===== config.mk =====
export PLATFORM = sky130hd
export DESIGN_NAME = issue_decoder
export DESIGN_NICKNAME = d
export VERILOG_FILES = /design/src/rtl/issue_decoder.sv
export SDC_FILE = /design/constraint.sdc
export NUM_CORES = 1
export LEC_CHECK = 0
export BUFFER_PORTS_ARGS = -buffer_cell sky130_fd_sc_hd__buf_2
export CORE_MARGIN = 2
export CORE_UTILIZATION = 40
export DETAILED_ROUTE_END_ITERATION = 10
export PLACE_DENSITY_LB_ADDON = 0.3
export REMOVE_ABC_BUFFERS = 1
export SLEW_MARGIN = 15
export SYNTH_ARGS = -nofsm -noshare
export SYNTH_HDL_FRONTEND = slang
export SYNTH_SLANG_ARGS = --single-unit
export TNS_END_PERCENT = 100

===== constraint.sdc =====
create_clock -name clk_in -period 8.85 [get_ports clk_in]
set_input_delay 0.4425 -clock clk_in [delete_from_list [all_inputs] [get_ports clk_in]]
set_output_delay 0.4425 -clock clk_in [all_outputs]
set_load 0.02 [all_outputs]

===== src/rtl/issue_decoder.sv =====
// RV32I issue decoder: decodes one instruction per handshake into a single holding entry,
// then strobes it to the reservation station (ALU/branch/jump) or the load-store buffer (memory).
module issue_decoder #(
    parameter int unsigned REG_ID_BIT = 5,
    parameter int unsigned OP_BIT     = 6
) (
    input  logic                  clk_in,
    input  logic                  rst_in,
    input  logic                  rdy_in,
    input  logic                  inst_valid,
    output logic                  inst_ready,
    input  logic [31:0]           inst,
    input  logic [31:0]           inst_pc_in,
    input  logic                  rs_full,
    input  logic                  lsb_full,
    input  logic                  rob_full,
    input  logic                  flush,
    output logic                  to_rs,
    output logic                  to_lsb,
    output logic [OP_BIT-1:0]     op_type,
    output logic [REG_ID_BIT-1:0] rd,
    output logic [REG_ID_BIT-1:0] rs1,
    output logic [REG_ID_BIT-1:0] rs2,
    output logic [31:0]           imm,
    output logic [31:0]           inst_pc
);

    localparam int unsigned XLEN = 32;

    localparam logic [6:0] OPC_LUI    = 7'b0110111;
    localparam logic [6:0] OPC_AUIPC  = 7'b0010111;
    localparam logic [6:0] OPC_JAL    = 7'b1101111;
    localparam logic [6:0] OPC_JALR   = 7'b1100111;
    localparam logic [6:0] OPC_BRANCH = 7'b1100011;
    localparam logic [6:0] OPC_LOAD   = 7'b0000011;
    localparam logic [6:0] OPC_STORE  = 7'b0100011;
    localparam logic [6:0] OPC_OPIMM  = 7'b0010011;
    localparam logic [6:0] OPC_OP     = 7'b0110011;

    localparam logic [6:0] F7_ZERO = 7'b0000000;
    localparam logic [6:0] F7_ALT  = 7'b0100000;

    typedef struct packed {
        logic [OP_BIT-1:0]     op;
        logic [REG_ID_BIT-1:0] rd;
        logic [REG_ID_BIT-1:0] rs1;
        logic [REG_ID_BIT-1:0] rs2;
        logic [XLEN-1:0]       imm;
        logic [XLEN-1:0]       pc;
        logic                  is_mem;
    } dec_t;

    logic [6:0]      opc;
    logic [2:0]      f3;
    logic [6:0]      f7;
    logic [XLEN-1:0] imm_i, imm_s, imm_b, imm_u, imm_j, imm_sh;

    dec_t dec;
    dec_t hold_q;
    logic held_valid;
    logic dec_legal;
    logic can_issue;
    logic accept;

    assign opc = inst[6:0];
    assign f3  = inst[14:12];
    assign f7  = inst[31:25];

    // Immediate formats, all sign-extended except U (already full width) and shamt
    assign imm_i  = {{20{inst[31]}}, inst[31:20]};
    assign imm_s  = {{20{inst[31]}}, inst[31:25], inst[11:7]};
    assign imm_b  = {{19{inst[31]}}, inst[31], inst[7], inst[30:25], inst[11:8], 1'b0};
    assign imm_u  = {inst[31:12], 12'h000};
    assign imm_j  = {{11{inst[31]}}, inst[31], inst[19:12], inst[20], inst[30:21], 1'b0};
    assign imm_sh = XLEN'(inst[24:20]);

    // Combinational decode of the presented instruction; op stays 0 for anything not RV32I
    always_comb begin
        dec        = '0;
        dec.pc     = inst_pc_in;
        dec.rd     = REG_ID_BIT'(inst[11:7]);
        dec.rs1    = REG_ID_BIT'(inst[19:15]);
        dec.rs2    = '0;
        dec.is_mem = (opc == OPC_LOAD) || (opc == OPC_STORE);
        case (opc)
            OPC_LUI: begin
                dec.op  = OP_BIT'(1);
                dec.rs1 = '0;
                dec.imm = imm_u;
            end
            OPC_AUIPC: begin
                dec.op  = OP_BIT'(2);
                dec.rs1 = '0;
                dec.imm = imm_u;
            end
            OPC_JAL: begin
                dec.op  = OP_BIT'(3);
                dec.rs1 = '0;
                dec.imm = imm_j;
            end
            OPC_JALR: begin
                dec.op  = (f3 == 3'd0) ? OP_BIT'(4) : '0;
                dec.imm = imm_i;
            end
            OPC_BRANCH: begin
                dec.rd  = '0;
                dec.rs2 = REG_ID_BIT'(inst[24:20]);
                dec.imm = imm_b;
                case (f3)
                    3'd0:    dec.op = OP_BIT'(5);
                    3'd1:    dec.op = OP_BIT'(6);
                    3'd4:    dec.op = OP_BIT'(7);
                    3'd5:    dec.op = OP_BIT'(8);
                    3'd6:    dec.op = OP_BIT'(9);
                    3'd7:    dec.op = OP_BIT'(10);
                    default: dec.op = '0;
                endcase
            end
            OPC_LOAD: begin
                dec.imm = imm_i;
                case (f3)
                    3'd0:    dec.op = OP_BIT'(11);
                    3'd1:    dec.op = OP_BIT'(12);
                    3'd2:    dec.op = OP_BIT'(13);
                    3'd4:    dec.op = OP_BIT'(14);
                    3'd5:    dec.op = OP_BIT'(15);
                    default: dec.op = '0;
                endcase
            end
            OPC_STORE: begin
                dec.rd  = '0;
                dec.rs2 = REG_ID_BIT'(inst[24:20]);
                dec.imm = imm_s;
                case (f3)
                    3'd0:    dec.op = OP_BIT'(16);
                    3'd1:    dec.op = OP_BIT'(17);
                    3'd2:    dec.op = OP_BIT'(18);
                    default: dec.op = '0;
                endcase
            end
            OPC_OPIMM: begin
                dec.imm = imm_i;
                case (f3)
                    3'd0: dec.op = OP_BIT'(19);
                    3'd2: dec.op = OP_BIT'(20);
                    3'd3: dec.op = OP_BIT'(21);
                    3'd4: dec.op = OP_BIT'(22);
                    3'd6: dec.op = OP_BIT'(23);
                    3'd7: dec.op = OP_BIT'(24);
                    3'd1: begin
                        dec.imm = imm_sh;
                        dec.op  = (f7 == F7_ZERO) ? OP_BIT'(25) : '0;
                    end
                    default: begin
                        dec.imm = imm_sh;
                        if (f7 == F7_ZERO)
                            dec.op = OP_BIT'(26);
                        else if (f7 == F7_ALT)
                            dec.op = OP_BIT'(27);
                        else
                            dec.op = '0;
                    end
                endcase
            end
            OPC_OP: begin
                dec.rs2 = REG_ID_BIT'(inst[24:20]);
                case ({f7, f3})
                    {F7_ZERO, 3'd0}: dec.op = OP_BIT'(28);
                    {F7_ALT,  3'd0}: dec.op = OP_BIT'(29);
                    {F7_ZERO, 3'd1}: dec.op = OP_BIT'(30);
                    {F7_ZERO, 3'd2}: dec.op = OP_BIT'(31);
                    {F7_ZERO, 3'd3}: dec.op = OP_BIT'(32);
                    {F7_ZERO, 3'd4}: dec.op = OP_BIT'(33);
                    {F7_ZERO, 3'd5}: dec.op = OP_BIT'(34);
                    {F7_ALT,  3'd5}: dec.op = OP_BIT'(35);
                    {F7_ZERO, 3'd6}: dec.op = OP_BIT'(36);
                    {F7_ZERO, 3'd7}: dec.op = OP_BIT'(37);
                    default:         dec.op = '0;
                endcase
            end
            default: dec.op = '0;
        endcase
    end

    assign dec_legal  = (dec.op != '0);
    assign can_issue  = held_valid & ~rob_full & (hold_q.is_mem ? ~lsb_full : ~rs_full);
    assign inst_ready = rdy_in & ~flush & (~held_valid | can_issue);
    assign accept     = inst_valid & inst_ready;

    // Holding entry and issue registers; rdy_in low freezes everything including the strobes
    always_ff @(posedge clk_in or posedge rst_in) begin
        if (rst_in) begin
            held_valid <= 1'b0;
            hold_q     <= '0;
            to_rs      <= 1'b0;
            to_lsb     <= 1'b0;
            op_type    <= '0;
            rd         <= '0;
            rs1        <= '0;
            rs2        <= '0;
            imm        <= '0;
            inst_pc    <= '0;
        end else if (rdy_in) begin
            if (flush) begin
                held_valid <= 1'b0;
                to_rs      <= 1'b0;
                to_lsb     <= 1'b0;
            end else begin
                to_rs      <= can_issue & ~hold_q.is_mem;
                to_lsb     <= can_issue & hold_q.is_mem;
                held_valid <= (accept & dec_legal) | (held_valid & ~can_issue);
                if (accept && dec_legal)
                    hold_q <= dec;
                if (can_issue) begin
                    op_type <= hold_q.op;
                    rd      <= hold_q.rd;
                    rs1     <= hold_q.rs1;
                    rs2     <= hold_q.rs2;
                    imm     <= hold_q.imm;
                    inst_pc <= hold_q.pc;
                end
            end
        end
    end

endmodule


# Yosys cells after proc, flatten, opt, wreduce, memory -nomap -nowiden
# Index checks and enable logic that the tools add are counted.
# totals
in_bits,72
wordCells,93
out_inout_bits,88
reg_bits,174
# op_classes
n_bitwise,18
n_mux,19
reduce_logical,14
eq_ne,26
# ops
op,count
32-bit case mux with 6 select lines,1
6-bit case mux with 10 select lines,1
6-bit case mux with 9 select lines,1
"10-bit by 3-bit equality test with 1-bit output, second input constant",4
5-bit case mux with 7 select lines,1
32-bit 2-to-1 mux,1
5-bit 2-to-1 mux,6
"7-bit by 6-bit equality test with 1-bit output, second input constant",4
4-bit case mux with 6 select lines,1
"7-bit equality test, second input constant",3
"10-bit by 2-bit equality test with 1-bit output, second input constant",2
"10-bit by 9-bit equality test with 1-bit output, second input constant",2
4-bit case mux with 5 select lines,1
5-bit case mux with 3 select lines,1
"7-bit by 5-bit equality test with 1-bit output, second input constant",2
"3-bit equality test, second input constant",4
"10-bit by 1-bit equality test with 1-bit output, second input constant",1
10-bit logical NOT,1
1-bit bitwise AND,9
"7-bit by 2-bit equality test with 1-bit output, second input constant",1
7-bit logical NOT,1
1-bit NOT,7
"3-bit by 2-bit equality test with 1-bit output, second input constant",2
3-bit AND reduction,2
11 further kinds,18

# Logic depth before layout (Yosys ltp)
# depth
depth_word,9
depth_mapped,11
mapped_depth_nobuf,7

# Worst setup path before layout
# OpenSTA, ideal clock, no wires.
# synth_path
path_type,in2reg
startpoint,input inst[2]
endpoint,register hold_q[0] in the netlist's numbering
slack_ns,6.013
setup_ns,0.125
arrival_ns,2.712
path_stages,10
path_buffers,3
t_required_ns,8.725
path_cell_list,buf_2 > nand4bb_1 > nor2_1 > a21boi_1 > or4_4 > o41ai_4 > o41ai_1 > buf_6 > buf_6 > mux2_4
# synth_via
elab_chain_cells,5
word_cells_on_any_way,14
classes_between,eq/ne: 9; mux: 1; reduce/logical: 4
# synth_rtl
element,line,text
start: declaration,12,"input logic [31:0] inst,"
"7-bit by 6-bit equality test with 1-bit output, or another cell as far along",85,case (opc)
6-bit case mux with 9 select lines,85,
6-bit nonzero test,185,assign dec_legal = (dec.op != '0);
1-bit logical AND,212,if (accept && dec_legal)
3-bit AND reduction (no source line),-,
end signal: assignment,194,hold_q <= '0;
end signal: assignment,213,hold_q <= dec;
end: declaration,59,dec_t hold_q;
# Several ways; a longest one is shown, not always the timed one.
# A chain may end at the register's enable or synchronous reset.

# Final worst setup path
# layout_path
startpoint,input inst[31]
endpoint,register hold_q[74] in the netlist's numbering
# layout_via
elab_chain_cells,8
word_cells_on_any_way,21
classes_between,eq/ne: 10; mux: 6; reduce/logical: 5
# layout_rtl
element,line,text
7-bit by 6-bit equality test with 1-bit output,158,else if (f7 == F7_ALT)
5-bit 2-to-1 mux,158,
5-bit 2-to-1 mux,156,if (f7 == F7_ZERO)
5-bit case mux with 7 select lines,143,case (f3)
6-bit case mux with 9 select lines (*),85,
6-bit nonzero test (*),185,
1-bit logical AND (*),212,
3-bit AND reduction (no source line) (*),-,
# Mark *: on every way between the ends. The rest lies on a longest branch, timed or not.

==> key figures <==
Pwr
  • Pint: 1.48 mW
  • Leakage: 4.92 nW
  • Switching Share: 25.4%
  • VDD IR-drop max: 0.000117 V
  • Seq pwr share: 47.3%
  • Pwr Density: 210 mW/mm^2
  • Clk pwr share: 39.6%
  • Logic gate share of total power: 13.1%
  • Switching pwr: 0.505 mW

Routing
  • Initial DRC count: 273
  • Routed vias: 5,329
  • Via/cell ratio: 5.18
  • Detailed Routing Iterations Pass 1: 5
  • WL/cell: 18.1 um
  • DRC viols: 0
  • Antenna-violating nets left: 0
  • Overall routed net length: 18,700 um

Worst hold path
  • Worst hold path class: primary input to asynchronous set/reset pin

Synth
  • Compound-Gate Fraction of Synth Area: 7.75%
  • Async S/R FF share, synth: 100%
  • Main combinational cell family by area after synthesis: multiplexers
  • Synth top area cells: dfrtp_1 (56%), mux2_2 (13%), mux2_4 (8.8%)
  • Synth Register Bits: 174
  • Top FF cell, synth: dfrtp_1
  • Share of the synthesized area in the top cell type: 55.5%
  • Post-synthesis xor/xnor area fraction: 0.223%
  • Synth area leader: dfrtp_1
  • Post-synth EDFFs: 0
  • Synth Area in Adders: 0%
  • Mean Syn Cell Area: 12.9 um^2
  • Netlist cell types: 60
  • Multiplexer share of the synthesized area: 24.6%
  • Register area share after synthesis: 55.5%
  • Simple-Gate Fraction of Synth Area: 7.77%
  • Cells after Synth: 608
  • Mapped Area: 0.00784 mm^2
  • Yosys warns: 0

Worst setup path
  • Data arrival at the endpoint of the critical path: 4.04 ns
  • CP top delay family: simple AND/OR/NAND/NOR gates
  • Critical path class: primary input to flop
  • FF-to-FF setup slack: 5.64 ns
  • CP bufs+invs: 2
  • CP max FO: 58
  • Crit path capture type: flop
  • Critical path's largest stage delay: 0.82 ns
  • Crit path max-delay cell type: buf_4
  • Cell breakdown of the critical path: buf_2, nor4_2, nand4_1, or3_1, o2111ai_1, o41ai_4, o41ai_2, buf_4, mux2_2
  • Crit start category: primary input
  • Worst endpoint required time: 9.16 ns

Timing
  • PnR worst setup slack: 5.12 ns
  • Fmax achieved: 268 MHz
  • Hold Violations, Final: 0
  • Period minus WS final: 3.73 ns
  • Fin. max-slew vios: 0
  • Slew Limit Headroom: 24.3%
  • Endpoints failing setup: 0
  • Final TNS setup: 0 ns
  • Setup Skew: 0.0121 ns
  • Crit share post-route: 42.2%
  • Worst-Margin Slew: 1.14 ns
  • RSZ-0062 raised after global routing: no

Clocking
  • Clk_lat worst skew: 0.43 ns
  • CTS buffer count: 17
  • Sink Count: 174
  • Post-CTS Setup Repair Bufs: 0
  • CTS tree: built
  • Root Buffer: clkbuf_16
  • Cts repair resizes: 0
  • Post-CTS Hold Fix Bufs: 0
  • H-tree Lvls: 4
  • Worst-path clk slew: 0.07 ns
  • Clock buffer depth: 2

Cells and area
  • Share of layout cells above drive strength 1: 44.9%
  • Number of diodes: 0
  • Layout Nets: 823
  • Finished Layout Cells: 1,029
  • Core Util, Final: 48.9%
  • Layout area overhead: 20.6%

Placement
  • GPL Wtd Cong: 0.823
  • Buffers on Ports: 159
  • DP HPWL: 12,900 um
  • Dpl ws: 4.74 ns
  • DP Cell Count: 997

Floorplanning
  • Die height: 144 um
  • Core ar.: 0.0193 mm^2
  • Die area: 0.0207 mm^2
  • I/O pin total: 160
  • Die Wd: 144 um
  • Starting Density: 40.6%
  • Core Rows: 51

Global routing
  • GRT Resource Usage Total: 18.4%
  • Antenna violations before repair: 0
  • GR Overflow Total: 0
  • Vias in the first global route: 5,433
  • Pin count of the biggest net entering global routing: 89
  • Global-route wire length before repair: 29,600 um

Flow run
  • Max Cap Violations: 0

Run status
  • Status: finished clean
-- final timing paths --
kind                                         from  cells after the start                endpoint
setup / recovery                         inst[31]                      9  hold_q[74]$_DFFE_PP0P_
hold / removal                             rst_in                      2   hold_q[9]$_DFFE_PP0P_
setup reg to reg            hold_q[0]$_DFFE_PP0P_                      8  hold_q[74]$_DFFE_PP0P_
hold reg to reg            hold_q[40]$_DFFE_PP0P_                      1  hold_q[40]$_DFFE_PP0P_
max in group asynchronous                  rst_in                      3  hold_q[46]$_DFFE_PP0P_
min in group clk_in                 inst_pc_in[9]                      2  hold_q[10]$_DFFE_PP0P_
-- cell usage in the layout, fill, tap and decap left out, drive strengths merged, types with 3 or more instances in the layout --
cell type / count
dfrtp: 174
buf: 163
mux2: 134
a21oi: 40
nand2: 34
inv: 34
mux2i: 25
clkbuf: 20
nor2b: 14
nand3: 11
nor2: 11
o21ai: 11
a21o: 8
nand2b: 6
o22ai: 5
and2: 5
or2: 4
nor3: 4
a22o: 4
clkinv: 4
and3b: 3
nand4: 3
bufinv: 3
or4: 3
nor4: 3
-- flip-flops by register name, indices dropped and copies added (netlist names) --
signal,count
held_valid,1
to_rs,1
rs1,5
to_lsb,1
rs2,5
imm,32
hold_q,86
rd,5
op_type,6
inst_pc,32
-- cells by family after synthesis --
group | count (synthesis)
compound gates | 93
buf+inv | 70
xor+xnor | 2
simple gates | 110
mux | 159
flops | 174
-- power by group through the flow --
stage | clock (mW) | sequential, mW | combinational (mW)
finish | 0.787 | 0.941 | 0.260
global route | 0.840 | 0.954 | 0.284
CTS | 0.806 | 0.942 | 0.263
detailed placement | 0 | 0.955 | 0.262
global placement | 0 | 0.950 | 0.253
floorplan | 0 | 0.981 | 0.136
-- synthesized netlist by cell type (2+ instances only) --
| cell | number |
|---|---|
| o31ai_1 | 2 |
| and3b_1 | 3 |
| mux2_4 | 46 |
| a22o_1 | 4 |
| o21ai_0 | 5 |
| o21ai_1 | 6 |
| a21oi_1 | 40 |
| mux2_2 | 88 |
| nand3_1 | 11 |
| nor4_1 | 2 |
| nand3b_1 | 2 |
| a21o_1 | 8 |
| dfrtp_1 | 174 |
| and2_1 | 4 |
| a211oi_1 | 2 |
| nand4_1 | 3 |
| o211ai_1 | 2 |
| nor2_1 | 11 |
| nor2b_1 | 14 |
| buf_1 | 2 |
| mux2i_1 | 25 |
| buf_2 | 9 |
| buf_6 | 6 |
| nor3_1 | 4 |
| or4_1 | 2 |
| a2bb2oi_1 | 2 |
| inv_1 | 31 |
| clkbuf_1 | 21 |
| or2_2 | 4 |
| nand2b_1 | 6 |
| or3_1 | 2 |
| o22ai_1 | 5 |
| o2111ai_1 | 2 |
| nand2_1 | 34 |
-- routing by layer --
metal | vias to the layer above | GRT usage, % | routed length [um]
met5 | - | 0 | 0
li1 | 2423 | - | -
met1 | 2683 | 25.2 | 8490
met4 | 0 | 5.01 | 211
met3 | 20 | 5.30 | 1500
met2 | 203 | 28.8 | 8460
-- layout make-up --
| cell class | count | area [um^2] |
|---|---|---|
| Clock inverter | 12 | 158 |
| Fill cell | 1739 | 9880 |
| Timing Repair Buffer | 163 | 830 |
| Sequential cell | 174 | 4350 |
| Inverter | 31 | 121 |
| Tap cell | 265 | 332 |
| Clock buffer | 20 | 467 |
| Multi-Input combinational cell | 364 | 3200 |
-- stage by stage --
step | power, mW | area, um^2 | hold WS, ns
after floorplan | 1.12 | 7640 | 0.443
after global placement | 1.20 | 8820 | 0.455
after detailed placement | 1.22 | 8820 | 0.466
after CTS | 2.01 | 9450 | 0.188
after global routing | 2.08 | 9460 | 0.227
final | 1.99 | 9460 | 0.172
No activity file was read; power rests on OpenSTA's default activity.
